**config.mk**
```make
export PLATFORM = sky130hd
export DESIGN_NAME = instr_byte_assembler_flat
export DESIGN_NICKNAME = d
export VERILOG_FILES = /design/src/rtl/instr_byte_assembler_pkg.sv /design/src/rtl/instr_byte_assembler_if.sv /design/src/rtl/instr_byte_assembler_sync_fifo.sv /design/src/rtl/instr_byte_assembler.sv /design/src/flat_wrapper.sv
export SDC_FILE = /design/constraint.sdc
export NUM_CORES = 1
export LEC_CHECK = 0
export ABC_AREA = 1
export BUFFER_PORTS_ARGS = -buffer_cell sky130_fd_sc_hd__buf_2
export CAP_MARGIN = 20
export CORE_MARGIN = 4
export CORE_UTILIZATION = 54
export DETAILED_ROUTE_END_ITERATION = 6
export PLACE_DENSITY = 0.88
export SYNTH_ARGS = -nofsm -noshare
export SYNTH_HDL_FRONTEND = slang
export SYNTH_SLANG_ARGS = --single-unit
```
**constraint.sdc**
```tcl
create_clock -name clk -period 2.6 [get_ports clk]
set_clock_uncertainty 0.15 [all_clocks]
set_input_delay 0.26 -clock clk [delete_from_list [all_inputs] [get_ports clk]]
set_output_delay 0.26 -clock clk [all_outputs]
set_load 0.01 [all_outputs]
```
**src/rtl/instr_byte_assembler_pkg.sv**
```systemverilog
// Shared types and constants for the instruction byte assembler block.
package instr_byte_assembler_pkg;

  localparam int INSTR_W            = 16;
  localparam int BYTE_W             = 8;
  localparam int DEFAULT_FIFO_DEPTH = 4;
  localparam int TIMER_W            = 16;

  typedef enum logic {
    ST_WAIT_LO = 1'b0,
    ST_WAIT_HI = 1'b1
  } byte_state_e;

endpackage

```
**src/rtl/instr_byte_assembler_if.sv**
```systemverilog
// Instruction handshake between the assembler (master) and the compute-unit pair (slave).
interface instr_byte_assembler_if;
  import instr_byte_assembler_pkg::*;

  logic [INSTR_W-1:0] instr_out;
  logic               instr_valid;
  logic               instr_ready;

  modport master (output instr_out, output instr_valid, input instr_ready);
  modport slave  (input instr_out, input instr_valid, output instr_ready);

endinterface

```
**src/rtl/instr_byte_assembler_sync_fifo.sv**
```systemverilog
// Synchronous FIFO with registered head data, valid, full and count; a push may
// land on a full FIFO only when a pop happens in the same cycle.
module sync_fifo #(
  parameter  int WIDTH = 16,
  parameter  int DEPTH = 4,
  localparam int PTR_W = $clog2(DEPTH),
  localparam int CNT_W = PTR_W + 1
) (
  input  logic             clk,
  input  logic             rst,
  input  logic             push_i,
  input  logic             pop_i,
  input  logic [WIDTH-1:0] din_i,
  output logic [WIDTH-1:0] dout_o,
  output logic             valid_o,
  output logic             full_o,
  output logic [CNT_W-1:0] count_o
);

  logic [WIDTH-1:0] mem_q [DEPTH];
  logic [PTR_W-1:0] wr_ptr_q, wr_ptr_d, rd_ptr_q, rd_ptr_d;
  logic [CNT_W-1:0] count_q, count_d;
  logic [WIDTH-1:0] dout_q, dout_d;
  logic             valid_q, valid_d, full_q, full_d;
  logic             push_ok_s, pop_ok_s;

  // Pointer/count update and next head; a head slot written this cycle is forwarded from din_i.
  always_comb begin
    pop_ok_s  = pop_i & valid_q;
    push_ok_s = push_i & (~full_q | pop_ok_s);
    wr_ptr_d  = push_ok_s ? wr_ptr_q + PTR_W'(1) : wr_ptr_q;
    rd_ptr_d  = pop_ok_s ? rd_ptr_q + PTR_W'(1) : rd_ptr_q;
    case ({push_ok_s, pop_ok_s})
      2'b10:   count_d = count_q + CNT_W'(1);
      2'b01:   count_d = count_q - CNT_W'(1);
      default: count_d = count_q;
    endcase
    valid_d = (count_d != CNT_W'(0));
    full_d  = (count_d == CNT_W'(DEPTH));
    if (count_d == CNT_W'(0)) begin
      dout_d = '0;
    end else if (push_ok_s && (rd_ptr_d == wr_ptr_q)) begin
      dout_d = din_i;
    end else begin
      dout_d = mem_q[rd_ptr_d];
    end
  end

  // Storage and status registers.
  always_ff @(posedge clk) begin
    if (rst) begin
      for (int i = 0; i < DEPTH; i++) mem_q[i] <= '0;
      wr_ptr_q <= '0;
      rd_ptr_q <= '0;
      count_q  <= '0;
      dout_q   <= '0;
      valid_q  <= 1'b0;
      full_q   <= 1'b0;
    end else begin
      if (push_ok_s) mem_q[wr_ptr_q] <= din_i;
      wr_ptr_q <= wr_ptr_d;
      rd_ptr_q <= rd_ptr_d;
      count_q  <= count_d;
      dout_q   <= dout_d;
      valid_q  <= valid_d;
      full_q   <= full_d;
    end
  end

  assign dout_o  = dout_q;
  assign valid_o = valid_q;
  assign full_o  = full_q;
  assign count_o = count_q;

endmodule

```
**src/rtl/instr_byte_assembler.sv**
```systemverilog
// Assembles 16-bit instructions from strobed pin bytes (low first) into a FIFO.
// Optional half-instruction timeout is enabled with `define CMD_TIMEOUT_EN.
module instr_byte_assembler
  import instr_byte_assembler_pkg::*;
#(
  parameter  int FIFO_DEPTH     = DEFAULT_FIFO_DEPTH,
  parameter  int TIMEOUT_CYCLES = 255,
  localparam int CNT_W          = $clog2(FIFO_DEPTH) + 1
) (
  input  logic                  clk,
  input  logic                  rst,
  input  logic                  ena,
  input  logic [BYTE_W-1:0]     byte_in,
  input  logic                  byte_strobe,
  instr_byte_assembler_if.master instr_bus,
  output logic [CNT_W-1:0]      fifo_count,
  output logic                  half_pending,
  output logic                  overflow,
  output logic                  timeout_err
);

  if (TIMEOUT_CYCLES < 1 || TIMEOUT_CYCLES > 65535 || FIFO_DEPTH < 2) begin : g_cfg_out_of_range
  end

  logic              strb_meta_q, strb_sync_q, strb_prev_q;
  logic              edge_s, expire_s, push_s, pop_s, drop_s, full_s, valid_s;
  byte_state_e       state_q, state_d;
  logic [BYTE_W-1:0] lo_q, lo_d;
  logic              overflow_q, overflow_d;

  // Strobe synchroniser and edge history; samples even while ena is low so frozen edges are lost.
  always_ff @(posedge clk) begin
    if (rst) begin
      strb_meta_q <= 1'b0;
      strb_sync_q <= 1'b0;
      strb_prev_q <= 1'b0;
    end else begin
      strb_meta_q <= byte_strobe;
      strb_sync_q <= strb_meta_q;
      strb_prev_q <= strb_sync_q;
    end
  end

  assign edge_s = strb_sync_q & ~strb_prev_q;
  assign pop_s  = ena & valid_s & instr_bus.instr_ready;
  assign drop_s = push_s & full_s & ~pop_s;

  // Byte FSM next state, push request and sticky overflow.
  always_comb begin
    state_d    = state_q;
    lo_d       = lo_q;
    push_s     = 1'b0;
    overflow_d = overflow_q | drop_s;
    if (ena) begin
      case (state_q)
        ST_WAIT_LO: begin
          if (edge_s) begin
            lo_d    = byte_in;
            state_d = ST_WAIT_HI;
          end else begin
            state_d = ST_WAIT_LO;
          end
        end
        ST_WAIT_HI: begin
          if (edge_s) begin
            push_s  = 1'b1;
            state_d = ST_WAIT_LO;
          end else if (expire_s) begin
            lo_d    = '0;
            state_d = ST_WAIT_LO;
          end else begin
            state_d = ST_WAIT_HI;
          end
        end
        default: state_d = ST_WAIT_LO;
      endcase
    end else begin
      state_d = state_q;
    end
  end

  // Byte FSM state, held low byte and overflow flag.
  always_ff @(posedge clk) begin
    if (rst) begin
      state_q    <= ST_WAIT_LO;
      lo_q       <= '0;
      overflow_q <= 1'b0;
    end else begin
      state_q    <= state_d;
      lo_q       <= lo_d;
      overflow_q <= overflow_d;
    end
  end

`ifdef CMD_TIMEOUT_EN
  logic [TIMER_W-1:0] to_cnt_q, to_cnt_d;
  logic               to_err_q, to_err_d;

  // Timeout counter; an edge in the expiry cycle wins over the timeout.
  always_comb begin
    to_cnt_d = to_cnt_q;
    to_err_d = to_err_q;
    expire_s = 1'b0;
    if (state_q == ST_WAIT_LO) begin
      to_cnt_d = '0;
    end else if (ena) begin
      if (edge_s) begin
        to_cnt_d = '0;
      end else if (to_cnt_q == TIMER_W'(TIMEOUT_CYCLES - 1)) begin
        expire_s = 1'b1;
        to_err_d = 1'b1;
        to_cnt_d = '0;
      end else begin
        to_cnt_d = to_cnt_q + TIMER_W'(1);
      end
    end else begin
      to_cnt_d = to_cnt_q;
    end
  end

  // Timeout counter and sticky error register.
  always_ff @(posedge clk) begin
    if (rst) begin
      to_cnt_q <= '0;
      to_err_q <= 1'b0;
    end else begin
      to_cnt_q <= to_cnt_d;
      to_err_q <= to_err_d;
    end
  end

  assign timeout_err = to_err_q;
`else
  assign expire_s    = 1'b0;
  assign timeout_err = 1'b0;
`endif

  sync_fifo #(
    .WIDTH (INSTR_W),
    .DEPTH (FIFO_DEPTH)
  ) u_fifo (
    .clk     (clk),
    .rst     (rst),
    .push_i  (push_s),
    .pop_i   (pop_s),
    .din_i   ({byte_in, lo_q}),
    .dout_o  (instr_bus.instr_out),
    .valid_o (valid_s),
    .full_o  (full_s),
    .count_o (fifo_count)
  );

  assign instr_bus.instr_valid = valid_s;
  assign half_pending          = (state_q == ST_WAIT_HI);
  assign overflow              = overflow_q;

endmodule

```
**src/flat_wrapper.sv**
```systemverilog
// flat-port wrapper written by rule: the top's interface ports become plain ports
module instr_byte_assembler_flat import instr_byte_assembler_pkg::*;
#(
  parameter  int FIFO_DEPTH     = DEFAULT_FIFO_DEPTH,
  parameter  int TIMEOUT_CYCLES = 255,
  localparam int CNT_W          = $clog2(FIFO_DEPTH) + 1
)
  (clk, rst, ena, byte_in, byte_strobe, fifo_count, half_pending, overflow, timeout_err, instr_bus_instr_out, instr_bus_instr_valid, instr_bus_instr_ready);
  instr_byte_assembler_if instr_bus_i ();
  input  logic clk;
  input  logic rst;
  input  logic ena;
  input  logic [BYTE_W-1:0] byte_in;
  input  logic byte_strobe;
  output logic [CNT_W-1:0] fifo_count;
  output logic half_pending;
  output logic overflow;
  output logic timeout_err;
  output wire logic [$bits(instr_bus_i.instr_out)-1:0] instr_bus_instr_out;
  output wire logic [$bits(instr_bus_i.instr_valid)-1:0] instr_bus_instr_valid;
  input wire logic [$bits(instr_bus_i.instr_ready)-1:0] instr_bus_instr_ready;
  assign instr_bus_instr_out = instr_bus_i.instr_out;
  assign instr_bus_instr_valid = instr_bus_i.instr_valid;
  assign instr_bus_i.instr_ready = instr_bus_instr_ready;
  instr_byte_assembler #(.FIFO_DEPTH(FIFO_DEPTH), .TIMEOUT_CYCLES(TIMEOUT_CYCLES)) u_core (.clk(clk), .rst(rst), .ena(ena), .byte_in(byte_in), .byte_strobe(byte_strobe), .instr_bus(instr_bus_i), .fifo_count(fifo_count), .half_pending(half_pending), .overflow(overflow), .timeout_err(timeout_err));
endmodule
```
==> impl_metrics.py, run 1 <==
metrics = {
    "synthesis": {
        "ys_seq_elements": 102,
        "ys_warn_count": 0,
        "synth_flop_cell": "edfxtp_1",
        "synth_seq_area_share_pct": 57.2,
        "synth_nets": 592,
        "synth-async-reset-ratio_pct": 0,
        "synthCells": 575,
        "netlist_area_um2": 4690,
        "synth-edff-count": 64,
        "synth.distinct_cells": 32,
        "syn-mean-instance-area_um2": 8.16,
    },
    "outcome": {
        "status": "finished clean",
    },
    "pwr": {
        "p_sw_share_pct": 25.4,
        "peakVddDrop_v": 0.000387,
        "p_clk_share_pct": 35.6,
        "power_switching_mw": 0.791,
        "power_density_nw_per_um2": 578,
        "intPower_mw": 2.32,
        "total_power_mw": 3.11,
        "comb_power_share_pct": 7.3,
        "seqPwrFrac_pct": 57.2,
        "leakage_nw": 2.55,
    },
    "placed_design": {
        "io_buffers": 34,
        "dp_hpwl_um": 6810,
        "pre_cts_slack_ns": -0.0246,
        "gp_congestion": 0.841,
    },
    "sta": {
        "slew_viol_final": 0,
        "final.period_utilization_pct": 95.7,
        "hold_viol": 0,
        "fmax_mhz": 402,
        "finalWorstSetupSlack_ns": 0.111,
        "setup_violations": 0,
        "min_period_ns": 2.49,
        "totalNegativeSetupSlack_ns": 0,
        "slew_headroom_pct": 63.8,
        "max_slew.worst_pin.slew_ns": 0.542,
    },
    "final_layout": {
        "nets": 638,
        "syn2layout_area_growth_pct": 14.7,
        "diodes": 0,
        "nFillCells": 651,
        "layout-drive-gt1-share_pct": 15.2,
        "final_common_cell": "inv_1",
        "mostFrequentLayoutCells": "123 x inv_1, 121 x nand2_1, 114 x nor2_1",
    },
    "grt": {
        "track_usage_pct": 22.0,
        "grt_pass1_wl_um": 17400,
        "grt_pass1_vias": 3773,
        "overflow": 0,
        "grt_max_degree": 33,
        "antenna_found_initial": 1,
    },
    "drt": {
        "drtAntennaViolNets": 0,
        "vias": 3808,
        "routed_wl_um": 11000,
        "viasPerCell": 5.21,
        "post-route-drc-count": 0,
        "drt_first_iter_violations": 330,
        "dr.pass1.iters": 6,
        "wire_per_inst_um": 15.1,
    },
    "setup_path": {
        "slowest_stage": "dfxtp_2",
        "reg2reg_depth": 18,
        "slowest_delay_ns": 0.33,
        "startpoint_type": "register",
        "end_kind": "register",
        "reg2reg_to": "u_core.u_fifo.dout_o[7]",
        "crit_fanout": 8,
        "arrival_ns": 2.62,
        "critical_path_class": "reg2reg",
        "cp-startpoint": "u_core.strb_sync_q",
        "path_cells": "inv_2 > nor2_4 > ha_2 > nand2_1 > inv_1 > nand2_2 > ha_4 > inv_2 > fa_2 > inv_1 > nor2_2 > nor2_1 > or2_2 > nand3_4 > nand2_4 > clkbuf_16 > nand2_1 > nor2_1",
        "cp_data_required_time_ns": 2.73,
        "r2r_start": "u_core.strb_sync_q",
        "ff2ff_setup_slack_ns": 0.11,
    },
    "clock_tree": {
        "cts_made_buffers": 9,
        "postCtsSetupBuffers": 0,
        "cts-root-buf": "clkbuf_8",
        "clock_latency_ns": 0.38,
        "htreeDepth": 3,
        "cts_tree": "done",
        "clkTransAtPathRegs_ns": 0.11,
        "cts.sinks": 102,
        "clockBufferDepth": 2,
    },
    "die": {
        "fp-row-count": 33,
        "initial_utilization_pct": 56.3,
        "ios": 36,
        "die_y_um": 101,
        "coreArea_um2": 8340,
        "dieArea_um2": 10200,
        "dieWidth_um": 101,
    },
    "min_path": {
        "hp-class": "in2reg",
        "holdCritStartpoint": "rst",
        "hold_path_depth": 2,
        "hold_end": "u_core.strb_meta_q",
    },
    "run": {
        "maxCapViolCount": 0,
    },
}
state kept, by name, indices dropped and copies added, names as in the netlist:
name,count
u_core.half_pending,1
u_core.lo_q,8
u_core.overflow,1
u_core.strb_meta_q,1
u_core.strb_prev_q,1
u_core.strb_sync_q,1
u_core.u_fifo.count_o,3
u_core.u_fifo.dout_o,16
u_core.u_fifo.full_o,1
u_core.u_fifo.mem_q,64
u_core.u_fifo.rd_ptr_q,2
u_core.u_fifo.valid_o,1
u_core.u_fifo.wr_ptr_q,2
repair_timing:
action,in CTS,in global routing
hold endpoints to repair,2,0
resized for setup,1,15
pin swaps,0,4
setup endpoints to repair,7,17
cloned,0,1
hold buffers,2,0
logic make-up (layout without fill, tap and decap cells):
group                    after synthesis  in the layout  share of synthesized area (%)
flip-flops                           102            102                           57.2
other                                  1              1                         0.0799
adder cells (fa/ha/maj)                4              4                           1.23
AO/OA/AOI/OAI                         27             27                           3.01
XOR/XNOR                               2              2                          0.373
buffers and inverters                149            200                           12.6
AND/OR/NAND/NOR                      290            290                           25.5
how the worst max path moves through the flow:
stage          cells past startpoint  slack [ns]                   endpoint
2_1_floorplan                      7      -0.008  u_core.u_fifo.mem_q[1][0]
3_3_place_gp                      17        0.13    u_core.u_fifo.dout_o[9]
3_5_place_dp                      17       -0.02    u_core.u_fifo.dout_o[1]
4_1_cts                           17        0.01    u_core.u_fifo.dout_o[1]
5_1_grt                           18       -0.03   u_core.u_fifo.dout_o[14]
6_report                          18        0.11    u_core.u_fifo.dout_o[7]
stage by stage:
step / hold slack [ns] / utilization [%] / cells / instance area (um^2)
finish: 0.0271 / 64.6 / 731 / 5380
global route: 0.0427 / 64.6 / 731 / 5380
CTS: 0.0182 / 63.7 / 730 / 5310
detailed placement: 0.254 / 60.8 / 712 / 5070
global placement: 0.258 / 60.8 / 712 / 5070
floorplan: 0.200 / - / 575 / 4710
routing by layer:
| layer | wire length (um) | global-route usage [%] | up-vias |
|---|---|---|---|
| met1 | 4300 | 26.4 | 1780 |
| met2 | 5600 | 38.2 | 177 |
| met5 | 7 | 0 | - |
| li1 | - | - | 1814 |
| met3 | 795 | 3.51 | 35 |
| met4 | 332 | 11.1 | 2 |
critical path: cells and delay by family, from the launching register on:
family	cells	cell delay [ns]
adders and majority gates	3	0.54
DFF	1	0.33
buffers and inverters	5	0.42
and+or+nand+nor	10	0.96
layout make-up:
cell class / instances / area, um^2 / share of cell area, %
clock buffer: 9 / 124 / 2.30
clock inverter: 7 / 97.6 / 1.81
inverter: 129 / 484 / 8.99
multi-input combinational: 324 / 1480 / 27.4
sequential: 102 / 2680 / 49.8
tap: 105 / 131 / 2.44
timing repair buffer: 55 / 388 / 7.20
cells in the mapped netlist, types with 2 or more instances:
cell type  count  area (um^2)
inv_1        125          469
nand2_1      124          465
nor2_1       116          435
edfxtp_1      64         1920
dfxtp_1       38          761
nand3_1       33          165
o21ai_0       15         75.1
buf_2         11         55.1
a21oi_1        9         45.0
nand2_2        5         31.3
nand3b_1       5         37.5
clkbuf_1       4         15.0
ha_1           3         37.5
buf_1          2         7.51
buf_6          2         22.5
clkinv_1       2         7.51
inv_2          2         7.51
power by group through the flow:
stage	clock (mW)	combinational (mW)	sequential, mW
after floorplan	0	0.133	1.82
after global placement	0	0.202	1.81
after detailed placement	0	0.211	1.82
after CTS	1.11	0.216	1.78
after global routing	1.18	0.256	1.78
final	1.11	0.227	1.78
Note: power is estimated with default switching activity, not from simulation.
==> run 2, diff against run 1 <==
==> constraint.sdc (replaced) <==
create_clock -name clk -period 2.6 [get_ports clk]
set_clock_uncertainty 0.15 [all_clocks]
set_input_delay 0.13 -clock clk [delete_from_list [all_inputs] [get_ports clk]]
set_output_delay 0.13 -clock clk [all_outputs]
set_load 0.01 [all_outputs]
==> impl_metrics.py, run 2 (synthesis gave the netlist of run 1 again) <==
metrics = {
    "drt": {
        "viasPerCell": 5.16,
        "vias": 3841,
        "routed_wl_um": 10900,
        "dr.pass1.iters": 5,
        "drtAntennaViolNets": 0,
        "post-route-drc-count": 0,
        "wire_per_inst_um": 14.7,
        "drt_first_iter_violations": 273,
    },
    "sta": {
        "final.period_utilization_pct": 96.5,
        "fmax_mhz": 399,
        "slew_headroom_pct": 64.8,
        "slew_viol_final": 0,
        "setup_violations": 0,
        "min_period_ns": 2.51,
        "totalNegativeSetupSlack_ns": 0,
        "hold_viol": 0,
        "max_slew.worst_pin.slew_ns": 0.527,
    },
    "grt": {
        "overflow": 0,
        "use_met3_pct": 4.68,
        "met1_usage_pct": 25.1,
        "track_usage_pct": 21.6,
        "grt-busiest-layer": "met2",
        "met2_usage_pct": 39.0,
        "grt_pass1_vias": 3676,
        "grt_pass1_wl_um": 17000,
        "antenna_found_initial": 0,
        "grt_max_degree": 33,
    },
    "final_layout": {
        "layout-drive-gt1-share_pct": 15.2,
        "layoutNonFillerInstCount": 744,
        "syn2layout_area_growth_pct": 16.6,
        "nets": 651,
        "mostFrequentLayoutCells": "122 x inv_1, 122 x nand2_1, 114 x nor2_1",
        "top_register": "u_core.u_fifo.mem_q",
        "diodes": 0,
        "largest_register_ffs": 64,
        "fin_util_pct": 65.6,
    },
    "placed_design": {
        "gp_congestion": 0.832,
        "dp_hpwl_um": 6920,
        "placedCellCount": 712,
        "io_buffers": 34,
    },
    "min_path": {
        "hp-class": "in2reg",
    },
    "setup_path": {
        "crit_fanout": 8,
        "end_kind": "register",
        "cpMostUsedCell": "inv_2",
        "slowest_stage": "fa_2",
        "slowest_delay_ns": 0.34,
        "cp_data_required_time_ns": 2.73,
        "arrival_ns": 2.64,
        "critical_path_class": "reg2reg",
        "startpoint_type": "register",
        "path_cells": "inv_2 > nor2_4 > ha_2 > nand2_1 > inv_2 > nand2_2 > ha_4 > inv_2 > fa_2 > o21ai_1 > nor2_1 > or2_2 > nand3_2 > nand2_4 > clkbuf_16 > nand2_1 > nor2_1",
    },
    "pwr": {
        "power_density_nw_per_um2": 547,
        "peakVddDrop_v": 0.000316,
        "leakage_nw": 2.60,
    },
    "die": {
        "fp-row-count": 33,
        "ios": 36,
        "dieWidth_um": 101,
        "die_y_um": 101,
        "initial_utilization_pct": 56.3,
        "dieArea_um2": 10200,
        "coreArea_um2": 8340,
    },
    "clock_tree": {
        "cts-root-buf": "clkbuf_8",
        "clkTransAtPathRegs_ns": 0.09,
        "cts_made_buffers": 9,
        "clock_latency_ns": 0.37,
        "cts.sinks": 102,
        "clockBufferDepth": 2,
        "htreeDepth": 3,
        "cts_tree": "done",
    },
    "run": {
        "maxCapViolCount": 0,
    },
    "outcome": {
        "status": "finished clean",
    },
}
-- run 2: layout make-up --
| cell class | count | area, um^2 |
|---|---|---|
| Multi-Input combinational cell | 324 | 1460 |
| Tap cell | 105 | 131 |
| Timing Repair Buffer | 68 | 515 |
| Inverter | 129 | 484 |
| Fill cell | 634 | 2870 |
| Sequential cell | 102 | 2680 |
| Clock inverter | 6 | 46.3 |
| Clock buffer | 10 | 149 |
-- run 2: worst paths after layout --
path                                            start                 endpoint  slack [ns]  cells after the start
worst min-delay path            instr_bus_instr_ready          u_core.overflow        0.12                      5
worst max register to register     u_core.strb_sync_q  u_core.u_fifo.dout_o[1]        0.09                     17
worst max-delay path               u_core.strb_sync_q  u_core.u_fifo.dout_o[1]        0.09                     17
worst min register to register     u_core.strb_meta_q       u_core.strb_sync_q        0.26                      2
-- run 2: power by group --
part	leakage (nW)	internal, mW	switching, mW	total [mW]
Sequential	0.970	1.76	0.0167	1.78
Clock	0.103	0.417	0.556	0.974
Combinational	1.52	0.0901	0.150	0.241
-- run 2: repair_timing --
| item | 4_1_cts | 5_1_grt |
|---|---|---|
| setup buffers | 0 | 2 |
| hold endpoints to repair | 25 | 0 |
| resized for setup | 1 | 13 |
| pin swaps | 0 | 6 |
| cloned | 0 | 2 |
| hold buffers | 12 | 0 |
| endpoints found under the setup margin | 9 | 16 |
-- run 2: layer usage --
metal  wire length (um)  part of all wire, %  up-vias
li1                   -                    -     1847
met1               4160                   38     1827
met2               5710                   52      140
met3                746                  6.8       27
met4                287                  2.6        0
met5                  0                    0        -
-- run 2: per-stage QoR --
stage          hold WS (ns)  setup slack (ns)  area [um^2]  power, mW
2_1_floorplan        0.0696          -0.00775         4710       1.95
3_3_place_gp          0.196             0.119         5060       2.01
3_5_place_dp          0.194          -0.00959         5060       2.03
4_1_cts               0.108            0.0210         5370       2.99
5_1_grt               0.140           -0.0220         5470       3.11
6_report              0.123            0.0907         5470       2.99
-- run 2: critical path, delay by kind of cell, from the launching register on --
family,cells,cell delay [ns]
adders and majority gates,3,0.63
AOI/OAI and AO/OA,1,0.13
buffers and inverters,4,0.33
and+or+nand+nor,9,0.86
DFF,1,0.32
